**config.mk**
```make
export PLATFORM = sky130hd
export DESIGN_NAME = shift_seq_ctrl
export DESIGN_NICKNAME = d
export VERILOG_FILES = /design/src/rtl/shift_seq_ctrl.sv
export SDC_FILE = /design/constraint.sdc
export NUM_CORES = 1
export LEC_CHECK = 0
export CAP_MARGIN = 5
export CELL_PAD_IN_SITES_DETAIL_PLACEMENT = 1
export CELL_PAD_IN_SITES_GLOBAL_PLACEMENT = 2
export CORE_ASPECT_RATIO = 1.2
export CORE_UTILIZATION = 30
export CTS_BUF_LIST = sky130_fd_sc_hd__clkbuf_2 sky130_fd_sc_hd__clkbuf_4 sky130_fd_sc_hd__clkbuf_8
export CTS_CLUSTER_DIAMETER = 60
export DETAILED_ROUTE_END_ITERATION = 8
export GPL_TIMING_DRIVEN = 0
export PLACE_DENSITY = 0.81
export SLEW_MARGIN = 15
export SYNTH_ARGS = -nofsm -noshare
export SYNTH_HDL_FRONTEND = slang
export SYNTH_SLANG_ARGS = --single-unit
```
**constraint.sdc**
```tcl
create_clock -name i_clk -period 2.75 [get_ports i_clk]
set_input_delay 0.6875 -clock i_clk [delete_from_list [all_inputs] [get_ports i_clk]]
set_output_delay 0.6875 -clock i_clk [all_outputs]
set_load 0.1 [all_outputs]
```
**src/rtl/shift_seq_ctrl.sv**
```systemverilog
// Multi-cycle shifter (SLL/SRL/SRA/ROR): applies one log-shift stage per clock, sequenced by a small FSM.
// Optional build macro SHIFT_SEQ_EARLY_EXIT_EN: stop once the remaining shift-amount bits are all zero.
module shift_seq_ctrl #(
    parameter int DATA_W  = 32,
    parameter int SHAMT_W = 5
) (
    input  logic                i_clk,
    input  logic                i_rst_n,
    input  logic                i_valid,
    output logic                o_ready,
    input  logic [1:0]          i_op,
    input  logic [DATA_W-1:0]   i_a,
    input  logic [SHAMT_W-1:0]  i_shamt,
    input  logic                i_flush,
    output logic                o_valid,
    input  logic                i_ready,
    output logic [DATA_W-1:0]   o_result,
    output logic                o_busy
);

    localparam int K_W = 3;
    localparam logic [K_W-1:0] K_LAST = K_W'(SHAMT_W - 1);

    typedef enum logic [1:0] {S_IDLE, S_BUSY, S_DONE} state_t;

    state_t              state_q;
    logic [K_W-1:0]      k_q;
    logic [DATA_W-1:0]   data_q;
    logic [SHAMT_W-1:0]  shamt_q;
    logic [1:0]          op_q;
    logic                sign_q;
    logic [DATA_W-1:0]   result_q;
    logic                valid_q;
    logic                ready_q;
    logic                busy_q;

    logic [DATA_W-1:0]   stage_res [SHAMT_W];
    logic [DATA_W-1:0]   stage_sel;
    logic [DATA_W-1:0]   data_d;
    logic                last_step;

    // Stage gi shifts by 2^gi; only the stage selected by k_q is used each cycle.
    for (genvar gi = 0; gi < SHAMT_W; gi++) begin : g_stage
        localparam int N = 1 << gi;
        assign stage_res[gi] =
            (op_q == 2'b00) ? (data_q << N) :
            (op_q == 2'b01) ? (data_q >> N) :
            (op_q == 2'b10) ? {{N{sign_q}}, data_q[DATA_W-1:N]} :
                              {data_q[N-1:0], data_q[DATA_W-1:N]};
    end

    always_comb begin
        stage_sel = data_q;
        for (int i = 0; i < SHAMT_W; i++) begin
            if (k_q == i[K_W-1:0]) begin
                stage_sel = stage_res[i];
            end
        end
        data_d = shamt_q[k_q] ? stage_sel : data_q;
`ifdef SHIFT_SEQ_EARLY_EXIT_EN
        last_step = ((shamt_q >> (k_q + 3'd1)) == '0);
`else
        last_step = (k_q == K_LAST);
`endif
    end

    always_ff @(posedge i_clk or negedge i_rst_n) begin
        if (!i_rst_n) begin
            state_q  <= S_IDLE;
            k_q      <= '0;
            data_q   <= '0;
            shamt_q  <= '0;
            op_q     <= 2'b00;
            sign_q   <= 1'b0;
            result_q <= '0;
            valid_q  <= 1'b0;
            ready_q  <= 1'b1;
            busy_q   <= 1'b0;
        end else begin
            unique case (state_q)
                S_IDLE: begin
                    // A flush in IDLE suppresses a same-cycle request.
                    if (!i_flush && i_valid) begin
                        data_q  <= i_a;
                        shamt_q <= i_shamt;
                        op_q    <= i_op;
                        sign_q  <= i_a[DATA_W-1];
                        k_q     <= '0;
                        ready_q <= 1'b0;
                        busy_q  <= 1'b1;
`ifdef SHIFT_SEQ_EARLY_EXIT_EN
                        if (i_shamt == '0) begin
                            state_q  <= S_DONE;
                            valid_q  <= 1'b1;
                            result_q <= i_a;
                        end else begin
                            state_q  <= S_BUSY;
                        end
`else
                        state_q <= S_BUSY;
`endif
                    end
                end
                S_BUSY: begin
                    if (i_flush) begin
                        state_q <= S_IDLE;
                        ready_q <= 1'b1;
                        busy_q  <= 1'b0;
                    end else begin
                        data_q <= data_d;
                        if (last_step) begin
                            state_q  <= S_DONE;
                            valid_q  <= 1'b1;
                            result_q <= data_d;
                        end else begin
                            k_q <= k_q + 3'd1;
                        end
                    end
                end
                S_DONE: begin
                    if (i_flush || i_ready) begin
                        state_q <= S_IDLE;
                        valid_q <= 1'b0;
                        ready_q <= 1'b1;
                        busy_q  <= 1'b0;
                    end
                end
                default: begin
                    state_q <= S_IDLE;
                    valid_q <= 1'b0;
                    ready_q <= 1'b1;
                    busy_q  <= 1'b0;
                end
            endcase
        end
    end

    assign o_ready  = ready_q;
    assign o_valid  = valid_q;
    assign o_result = result_q;
    assign o_busy   = busy_q;

endmodule

```
Yosys cells after proc, flatten, opt, wreduce, memory -nomap -nowiden --
Index checks and enable logic that the tools add are counted.
Word-level totals: flip-flop bits (word level) 80, input bits 44, output and inout port bits 35, logic and storage cells 89
Operators by class: add/sub/neg operators 1, order comparisons 1, equal/unequal tests 15, multiplexer cells 46, bitwise logic cells 2, reductions and logical operators 14
Operator list (count):
- 32-bit two-way mux | 23
- 32-bit one-hot mux with 2 select lines | 1
- 2-bit != test (second input constant) | 6
- 3-bit AND reduction | 4
- 1-bit two-way mux | 9
- 3-bit two-way mux | 3
- 1-bit one-hot mux with 3 select lines | 3
- 2-bit two-way mux | 4
- 4-bit AND reduction | 2
- 3-bit by 2-bit == test with 1-bit output (second input constant) | 2
- 2-bit one-hot mux with 3 select lines | 1
- 3-bit one-hot mux with 2 select lines | 1
- 2-bit by 1-bit == test with 1-bit output (second input constant) | 2
- 2-bit == test (second input constant) | 2
- 2-bit zero test | 2
- 3-bit by 4-bit < comparator with 1-bit output (second input constant) | 1
- 3-bit by 1-bit adder with 3-bit output (second input constant) | 1
- 1-bit binary-select mux with 3-bit select | 1
- 3-bit by 1-bit == test with 1-bit output (second input constant) | 1
- 3-bit == test (second input constant) | 1
- 3-bit zero test | 1
- 3-bit != test (second input constant) | 1
- 1-bit inverter | 2
- 2-bit AND reduction | 1
- other kinds (4) | 4

Longest topological paths before layout --
word-level depth 12, depth in mapped cells 12, depth with buffers taken out 8

Worst setup path before layout --
OpenSTA, ideal clock, no wires.
kind register to register, start point register k_q[0], end point register data_q[7], setup time 0.126 ns, arrival 2.173 ns, data required time 2.624 ns, slack 0.451 ns, stages on the path, launching flop included 10, buffers on the path 1, period minus slack after synthesis 2.299 ns, cells stage by stage dfrtp_1 > inv_1 > ha_1 > nor2b_1 > buf_4 > o21ai_0 > a31oi_1 > or3_1 > a311o_1 > a221o_1
Between the ends: word-level cells in the longest chain between the ends 9, elaborated cells between the ends (all ways) 15, classes of those cells eq/ne (4); mux (10); reduce/logical (1)
RTL lines:
- from (decl) | RTL line 27 | logic [K_W-1:0] k_q;
- from (signal assigned) | RTL line 116 | k_q <= k_q + 3'd1;
- 3-bit zero test | RTL line 55 | if (k_q == i[K_W-1:0]) begin
- 32-bit two-way mux (5 in a row) | RTL line 55
- 32-bit two-way mux (*) | RTL line 59 | data_d = shamt_q[k_q] ? stage_sel : data_q;
- 32-bit two-way mux (*) | RTL line 105 | if (i_flush) begin
- 32-bit one-hot mux with 2 select lines (*) | RTL line 80 | unique case (state_q)
- to (signal assigned) | RTL line 84 | data_q <= i_a;
- to (signal assigned) | RTL line 110 | data_q <= data_d;
- to (decl) | RTL line 28 | logic [DATA_W-1:0] data_q;
Mark *: on every way between the ends. The rest lies on a longest branch, timed or not. The select of a mux whose other input is x is not followed. A chain may end at the register's enable or synchronous reset.

Final worst setup path --
start point register op_q[0], end point register data_q[29]
Between the ends: word-level cells in the longest chain between the ends 11, elaborated cells between the ends (all ways) 24, classes of those cells eq/ne (2); mux (21); reduce/logical (1)
RTL lines:
- from (decl) | RTL line 30 | logic [1:0] op_q;
- from (signal assigned) | RTL line 86 | op_q <= i_op;
- 2-bit by 1-bit == test with 1-bit output | RTL line 47 | (op_q == 2'b01) ? (data_q >> N) :
- 32-bit two-way mux | RTL line 47
- 32-bit two-way mux | RTL line 46 | (op_q == 2'b00) ? (data_q << N) :
- 32-bit two-way mux (4 in a row) | RTL line 55
- 32-bit two-way mux (*) | RTL line 55
- 32-bit two-way mux (*) | RTL line 59
- 32-bit two-way mux (*) | RTL line 105
- 32-bit one-hot mux with 2 select lines (*) | RTL line 80
Marks and branches as above.

==> results.py <==
metrics = {
    "setup_path": {
        "required_ns": 2.99,
        "crit_top_cell": "a31oi_1",
        "critPathKind": "reg2reg",
        "path_cells": "clkbuf_1, o21ai_1, a31oi_1, or4_1, a31oi_1, o311ai_1",
        "reg2reg_depth": 6,
        "cp-startpoint": "op_q[0]",
        "reg2reg_from": "op_q[0]",
        "endpoint": "data_q[29]",
        "crit_arrival_ns": 3.05,
        "r2r_slack_ns": -0.06,
        "cpPeakStageDelay_ns": 0.72,
        "cp-end-kind": "flop",
        "r2r-end": "data_q[29]",
        "startpoint_type": "flop",
        "path_max_fanout": 10,
        "slowest_stage": "o21ai_1",
    },
    "worst_hold_path": {
        "hp-class": "in2async",
    },
    "route": {
        "via_per_inst": 6.335,
        "vias": 7387,
        "ant_nets": 0,
        "dr.pass1.iters": 6,
        "routed_wirelength_um": 33750,
        "wire_per_inst_um": 28.94,
        "drtIter0Drc": 752,
        "drc_errors": 0,
    },
    "clock_tree": {
        "clockRootBuffer": "clkbuf_8",
        "htreeDepth": 3,
        "cts_hold_buffers": 0,
        "clk_latency_ns": 0.40,
        "cts_buffer_depth": 2,
        "cts_tree": "done",
        "cts_buffers": 9,
        "clock_sink_count": 80,
        "clk_pin_slew_ns": 0.10,
    },
    "die": {
        "coreArea_um2": 19690,
        "fp.dieW_um": 132.1,
        "die_area_um2": 20870,
        "ios": 79,
        "die_y_um": 158.1,
        "start_util_pct": 30.93,
        "rows": 56,
    },
    "timing": {
        "worstMarginPinSlew_ns": 0.9850,
        "hold_ws_ns": 0.2411,
        "slew_headroom_pct": 33.64,
        "clock.fmax_ghz": 0.3562,
        "finalCritPeriodShare_pct": 102.1,
        "finalMaxSlewViolations": 0,
        "finClkSkew_ns": 0.01263,
        "hold_viol_final": 0,
        "finalSetupViolCount": 2,
        "rsz0062_at_grt": "yes",
        "fin_ws_ns": -0.05725,
        "fin_crit_ns": 2.807,
    },
    "final_layout": {
        "diodes": 0,
        "final_area_um2": 7556,
        "fin_nets": 949,
        "drive_above_1_share_pct": 10.61,
        "num-fill-cells": 2416,
        "syn2layout_area_growth_pct": 24.08,
    },
    "synthesis": {
        "synth_edf_count": 0,
        "avgSynthCellArea_um2": 7.537,
        "syn_nets": 857,
        "synthArstFlopShare_pct": 100.0,
        "yosysWarnings": 0,
        "yosysUniqueCellTypes": 59,
        "synth_cells": 808,
        "synth_flop_cell": "dfrtp_1",
        "ys_seq_area_share_pct": 32.90,
        "ys_ff_latch": 80,
        "synth_area_um2": 6090,
    },
    "grt": {
        "grt_overflow": 0,
        "antenna_found_initial": 0,
        "grt_pass1_vias": 7344,
        "grt_usage_pct": 32.63,
        "grt_max_degree": 47,
        "grt_pass1_wl_um": 49190,
    },
    "placed_design": {
        "post_dp_cell_area_um2": 7212,
        "post-dp-hpwl_um": 25300,
        "port_buffers": 77,
        "gp_congestion": 0.9879,
    },
    "run_status": {
        "status": "finished, violations left",
        "violations": "negative setup slack",
    },
    "job": {
        "drv_cap": 0,
    },
}
per-stage QoR:
step            TNS, ns  cells  util [%]  setup WS [ns]
2_1_floorplan         0    808         -         0.4512
3_3_place_gp    -168.30   1146     36.50         -2.089
3_5_place_dp     -4.688   1147     36.63        -0.2456
4_1_cts               0   1163     37.91       0.003258
5_1_grt         -0.1556   1166     38.38       -0.04667
6_report       -0.08890   1166     38.38       -0.05725
cell families (layout without fill, tap and decap cells):
family / after synthesis / count (layout) / synth area share, %
AND/OR/NAND/NOR: 281 / 281 / 21.10
multiplexers: 9 / 9 / 1.767
AO/OA/AOI/OAI: 351 / 351 / 35.65
flip-flops: 80 / 80 / 32.90
XOR/XNOR: 1 / 1 / 0.1439
adder cells (fa/ha/maj): 5 / 5 / 1.027
buffers and inverters: 81 / 178 / 7.418
cell type report:
cell class / count / area, um^2 / area share, %
timing repair buffer: 81 / 817.0 / 10.81
clock buffer: 10 / 137.6 / 1.821
multi-input combinational: 647 / 3720 / 49.23
buffer: 73 / 450.4 / 5.961
sequential: 80 / 2006 / 26.54
inverter: 8 / 30.03 / 0.3974
clock inverter: 6 / 68.82 / 0.9107
tap: 261 / 326.6 / 4.322
repair_timing:
| item | 4_1_cts | 5_1_grt |
|---|---|---|
| pin swaps | 0 | 1 |
| setup buffers | 0 | 3 |
| resized for setup | 19 | 26 |
| setup endpoints to repair | 25 | 41 |
synth_stat cells (13+ instances only):
library cell	number	area, um^2
a221o_1	13	130.1
o311ai_1	13	113.9
a211o_1	15	131.4
buf_2	20	100.1
clkbuf_1	35	131.4
a211oi_1	13	97.59
nand2_1	143	536.8
nand3_1	46	230.2
o21ai_0	107	535.5
a21oi_1	85	425.4
a31oi_1	46	287.8
dfrtp_1	79	1977
nor2_1	33	123.9
critical path, delay by kind of cell, from the launching register on:
family	cells	cell delay, ns
buffers and inverters	1	0.35
AND/OR/NAND/NOR	1	0.59
flip-flops	1	0.49
AO/OA/AOI/OAI	4	1.21
how the worst min path moves through the flow:
stage                  from            to  slack [ns]
6_report            i_rst_n        o_busy        0.24
5_1_grt             i_rst_n        o_busy        0.29
4_1_cts             i_rst_n    state_q[1]        0.27
3_5_place_dp     shamt_q[2]    shamt_q[2]        0.47
3_3_place_gp   o_result[17]  o_result[17]        0.46
2_1_floorplan       i_rst_n     data_q[0]        0.39
cells in the final DEF (no fill, tap or decap), types with 10 or more instances in the layout:
| cell type | n |
|---|---|
| nand2_1 | 142 |
| o21ai_0 | 98 |
| a21oi_1 | 85 |
| dfrtp_1 | 77 |
| clkdlybuf4s50_1 | 75 |
| a31oi_1 | 46 |
| nand3_1 | 46 |
| nor2_1 | 31 |
| clkbuf_1 | 29 |
| o21ai_1 | 19 |
| buf_2 | 16 |
| a211o_1 | 15 |
| buf_6 | 13 |
| o311ai_1 | 13 |
| a211oi_1 | 13 |
| a221o_1 | 13 |
| buf_4 | 10 |
| clkbuf_8 | 10 |
flip-flops by register name (all words and copies together), names as in the netlist:
name      cells
state_q       2
o_valid       1
sign_q        1
k_q           3
o_result     32
shamt_q       5
data_q       32
op_q          2
o_busy        1
o_ready       1
per-layer routing:
metal | track usage [%] | vias to the layer above | routed length, um
met5 | 0 | - | 0
met4 | 21.93 | 0 | 2270
met3 | 5.091 | 115 | 2150
met2 | 54.60 | 372 | 15810
met1 | 38.89 | 3702 | 13510
li1 | - | 3198 | -
Power is left out: the tool's default activity adds up to more than one toggle a clock period on the data nets, which glitch-free logic cannot reach.
